$ cat config.mk
export PLATFORM = sky130hd
export DESIGN_NAME = runway_scheduler
export DESIGN_NICKNAME = d
export VERILOG_FILES = /design/src/rtl/runway_scheduler.sv
export SDC_FILE = /design/constraint.sdc
export NUM_CORES = 1
export LEC_CHECK = 0
export ABC_AREA = 1
export BUFFER_PORTS_ARGS = -buffer_cell sky130_fd_sc_hd__buf_2
export CAP_MARGIN = 10
export CORE_UTILIZATION = 57
export DETAILED_ROUTE_END_ITERATION = 8
export PLACE_DENSITY = 0.91
export SETUP_SLACK_MARGIN = 0.15
export SYNTH_ARGS = -nofsm -noshare
export SYNTH_HDL_FRONTEND = slang
export SYNTH_SLANG_ARGS = --single-unit
$ cat constraint.sdc
create_clock -name clk -period 1.9 [get_ports clk]
set_clock_uncertainty 0.2 [all_clocks]
set_input_delay 0.38 -clock clk [delete_from_list [all_inputs] [get_ports clk]]
set_output_delay 0.38 -clock clk [all_outputs]
set_load 0.02 [all_outputs]
$ cat src/rtl/runway_scheduler.sv
// -----------------------------------------------------------------------------
// runway_scheduler
//
// Queues aircraft landing requests and assigns each one to runway A or B,
// holding each runway occupied for OCC_CYCLES clocks. When both runways are
// busy, one "wait" command is issued per queue head. A registered command
// code/en pair drives the downstream runway status stage.
//
// Ports
//   clk        : single clock, rising-edge active
//   rst_n      : asynchronous active-low reset
//   req_valid  : landing request present
//   req_ready  : queue can accept (request transfers when valid && ready)
//   code[3:0]  : command: A=1010, B=1011, wait=1101, idle=0000
//   en         : one-cycle qualifier for code
//   occ_a/b    : runway A / B occupied
//   q_count    : entries currently queued
//   landed_cnt : landings dispatched to A or B (wraps 255 -> 0)
// -----------------------------------------------------------------------------
module runway_scheduler #(
    parameter int OCC_CYCLES = 16,  // legal range 2..255
    parameter int DEPTH      = 4    // power of 2
) (
    input  logic                     clk,
    input  logic                     rst_n,
    input  logic                     req_valid,
    output logic                     req_ready,
    output logic [3:0]               code,
    output logic                     en,
    output logic                     occ_a,
    output logic                     occ_b,
    output logic [$clog2(DEPTH):0]   q_count,
    output logic [7:0]               landed_cnt
);

    localparam int CW = $clog2(DEPTH) + 1;

    localparam logic [3:0] CODE_A    = 4'b1010;
    localparam logic [3:0] CODE_B    = 4'b1011;
    localparam logic [3:0] CODE_WAIT = 4'b1101;
    localparam logic [3:0] CODE_IDLE = 4'b0000;

    typedef enum logic [1:0] {
        IDLE,      // queue empty
        DISPATCH,  // head present, no wait issued for it yet
        HOLD       // head present, wait already issued
    } state_t;

    state_t        state;
    logic [7:0]    timer_a;
    logic [7:0]    timer_b;

    logic          push;
    logic          go_a;
    logic          go_b;
    logic          pop;
    logic [CW-1:0] q_next;
    logic [7:0]    timer_a_next;
    logic [7:0]    timer_b_next;

    // Requests carry no payload, so the FIFO reduces to its occupancy count:
    // order is implicit and only the number of waiting aircraft matters.
    assign req_ready = (q_count < CW'(DEPTH));
    assign push      = req_valid && req_ready;

    // A head exists in any non-IDLE state. Eligibility uses the registered
    // occ flags, so a runway is reusable the cycle after occ drops.
    assign go_a = (state != IDLE) && !occ_a;
    assign go_b = (state != IDLE) && occ_a && !occ_b;
    assign pop  = go_a || go_b;

    // NOTE: every output of this block gets a default first, so no path
    // leaves a variable unassigned and no latch is inferred.
    always_comb begin
        q_next = q_count;
        if (push && !pop)
            q_next = q_count + 1'b1;
        else if (!push && pop)
            q_next = q_count - 1'b1;

        timer_a_next = (timer_a != 8'd0) ? timer_a - 8'd1 : 8'd0;
        timer_b_next = (timer_b != 8'd0) ? timer_b - 8'd1 : 8'd0;
        if (go_a)
            timer_a_next = 8'(OCC_CYCLES);
        if (go_b)
            timer_b_next = 8'(OCC_CYCLES);
    end

    // NOTE: sequential state uses non-blocking assignments so every register
    // samples pre-edge values regardless of statement order.
    always_ff @(posedge clk or negedge rst_n) begin
        if (!rst_n) begin
            state      <= IDLE;
            q_count    <= '0;
            timer_a    <= 8'd0;
            timer_b    <= 8'd0;
            occ_a      <= 1'b0;
            occ_b      <= 1'b0;
            code       <= CODE_IDLE;
            en         <= 1'b0;
            landed_cnt <= 8'd0;
        end else begin
            q_count <= q_next;
            timer_a <= timer_a_next;
            timer_b <= timer_b_next;
            occ_a   <= (timer_a_next != 8'd0);
            occ_b   <= (timer_b_next != 8'd0);

            code <= CODE_IDLE;
            en   <= 1'b0;
            if (pop) begin
                code       <= go_a ? CODE_A : CODE_B;
                en         <= 1'b1;
                landed_cnt <= landed_cnt + 8'd1;
            end else if (state == DISPATCH) begin
                code <= CODE_WAIT;
                en   <= 1'b1;
            end

            case (state)
                IDLE:     if (push) state <= DISPATCH;
                DISPATCH: begin
                    if (pop)
                        state <= (q_next != '0) ? DISPATCH : IDLE;
                    else
                        state <= HOLD;
                end
                HOLD:     if (pop) state <= (q_next != '0) ? DISPATCH : IDLE;
                default:  state <= IDLE;
            endcase
        end
    end

endmodule

==> results.toml <==
[detailed_routing]
first_pass_iters = 6
drt_iter0_drc = 100
vias_per_cell = 5.22
num_vias = 1403
dr_wl_met2_um = 1610
top_layer_used = "met4"
wl_um = 3270
post_drt_wl_per_cell_um = 12.2
wl_met3_um = 135
drc = 2
postRouteAntennaNets = 0
m1WireLength_um = 1430

[final_layout]
nNetsFinal = 246
drive_above_1_share = 0.223
diodes = 0
final_core_util = 0.706
syn2layout_area_growth_pct = 14.2

[sta]
period_minus_slack_ps = 1670
slew_violations = 0
clock.fmax_mhz = 597
setup_viol = 0
fin_crit_sh = 0.881
hold_viol = 0
rsz0062_at_grt = "yes"
fin_tns_setup_ps = 0
maxSlewHeadroom = 0.720
tightestPinTransition_ps = 420

[pwr]
peakVddDrop_mv = 0.436
power_density_nw_per_um2 = 581
leakagePower_nw = 1.22

[cts]
h-tree-depth = 2
cts-root-buf = "clkbuf_4"
clk_latency_ps = 340
cts_tree = "yes"
cts_buffers = 5
clk_pin_slew_worst_paths_ps = 100
clockBufferDepth = 2
clock-sinks = 35

[synth]
synth_top_area_frac = 0.496
yosysMostFrequentCell = "nand2_1"
syn-mean-instance-area_um2 = 8.48
synthTopCellsByArea = "dfrtp_1 (50%), nand2_1 (8.9%), inv_1 (8.3%)"
ys.flop_type = "dfrtp_1"
synth_edf_count = 0
synth_seq_cells = 35
ys_warn_count = 0
synth_cell_type_count = 23
synth_commonest_cells = "nand2_1 (42), inv_1 (39), dfrtp_1 (35)"
async_flop_share = 1.00
synthCells = 208
synth_area_leader_cell = "dfrtp_1"
yosysSeqAreaShare = 0.496
syn-cell-area_um2 = 1760
syn_nets = 216

[die]
rows = 19
start_util = 0.618
dieArea_um2 = 3320
die_w_um = 57.6
ioPinCount = 22
core_region_area_um2 = 2850
dieHeight_um = 57.6

[status]
violations = "design-rule violations"
outcome = "finished with violations"

[global_routing]
antenna_found_initial = 0
overflow = 0
track_usage = 0.226
grt_max_degree = 36
grt_pass1_vias = 1336
grt_pass1_wl_um = 5520

[run]
drv_cap = 0

[critical_path]
crit_family = "simple AND/OR/NAND/NOR gates"
required_ps = 1940
cpPeakStageDelay_ps = 400
crit_path_end_kind = "register"
worstPathMaxFanout = 6
arrival_ps = 1710
slowest_stage = "dfrtp_1"
path_class = "register to register"
worstPathCellList = "inv_2, ha_2, nand2_2, nor2_2, nor2_2, o21ai_0, nand2_1, nor2_1, nand2_1"
rrSetupSlack_ps = 230
cp-start-kind = "register"
crit_buf_inv = 1

[place]
dp_hpwl_um = 2410
place_congestion = 0.875
io_buffers = 21

[hold_path]
hold_class = "primary input to register"
## path summary, 6_finish.rpt
kind | endpoint | from | cells past startpoint
setup / recovery | occ_b$_DFF_PN0_ | timer_b[0]$_DFF_PN0_ | 9
hold / removal | q_count[2]$_DFF_PN0_ | req_valid | 4
setup reg to reg | occ_b$_DFF_PN0_ | timer_b[0]$_DFF_PN0_ | 9
hold reg to reg | timer_b[0]$_DFF_PN0_ | timer_b[0]$_DFF_PN0_ | 1
max in group asynchronous | timer_b[7]$_DFF_PN0_ | rst_n | 3
min in group asynchronous | timer_a[6]$_DFF_PN0_ | rst_n | 3
## repair_timing
action,CTS,global route
setup endpoints to repair,1,2
resized for setup,2,10
buffers inserted,0,1
gates cloned,0,0
hold buffers,1,0
pin swaps,0,3
hold endpoints to repair,35,0
## cell type report
class	count	area, µm²
inverters	39	146
fillers	219	838
repair buffers	24	130
clock inverters	1	5.00
clock buffers	6	51.3
well taps	31	38.8
flip-flops and latches	35	876
multi-input cells	133	767
## tightest hold or removal path, stage by stage
cell,delay [ps]
buf_2,80
nor2_1,30
nand3_1,70
nand3_1,100
## sequential cells by signal, indices dropped and copies added, names as in the netlist
name	flops
code	4
landed_cnt	8
occ_a	1
occ_b	1
q_count	3
state	2
timer_a	8
timer_b	8
## metrics by stage
stage	setup WS (ps)	total power, mW	instances	instance area, µm²	hold WS (ps)
floorplan	305	0.759	208	1760	-116
global placement	215	0.777	260	1910	211
detailed placement	126	0.777	260	1910	230
CTS	166	1.18	268	1980	166
global route	117	1.22	269	2010	195
finish	226	1.17	269	2010	178
## placed cells by master, fill, tap and decap left out, drive strengths merged
cell type / count
a21oi: 7
buf: 23
clkbuf: 6
clkinv: 1
dfrtp: 35
dlygate4sd3: 1
ha: 5
inv: 39
nand2: 45
nand3: 14
nand4: 3
nor2: 33
nor3: 4
o21ai: 7
o22ai: 1
xnor2: 2
xor2: 12
## metal layers
| metal | global-route usage | vias to the layer above |
|---|---|---|
| met5 | 0 | - |
| met4 | 0.139 | 0 |
| li1 | - | 694 |
| met3 | 0.0670 | 8 |
| met2 | 0.354 | 36 |
| met1 | 0.275 | 665 |
## logic make-up (layout without fill, tap and decap cells)
family                     count (synthesis)  in the layout  synth area share
DFF                                       35             35             0.496
and+or+nand+nor                           99             99             0.253
AOI/OAI and AO/OA                         15             15            0.0582
adders and majority gates                  5              5            0.0355
xor gates and xnor gates                  14             14            0.0695
buffers and inverters                     40             70            0.0872
## power breakdown
group	internal, mW	total (mW)	switching, mW	leakage (nW)
clock network	0.171	0.407	0.236	0.0341
registers	0.744	0.744	0	0.479
logic	0.00416	0.0183	0.0142	0.704
(Power assumes the default switching activity.)
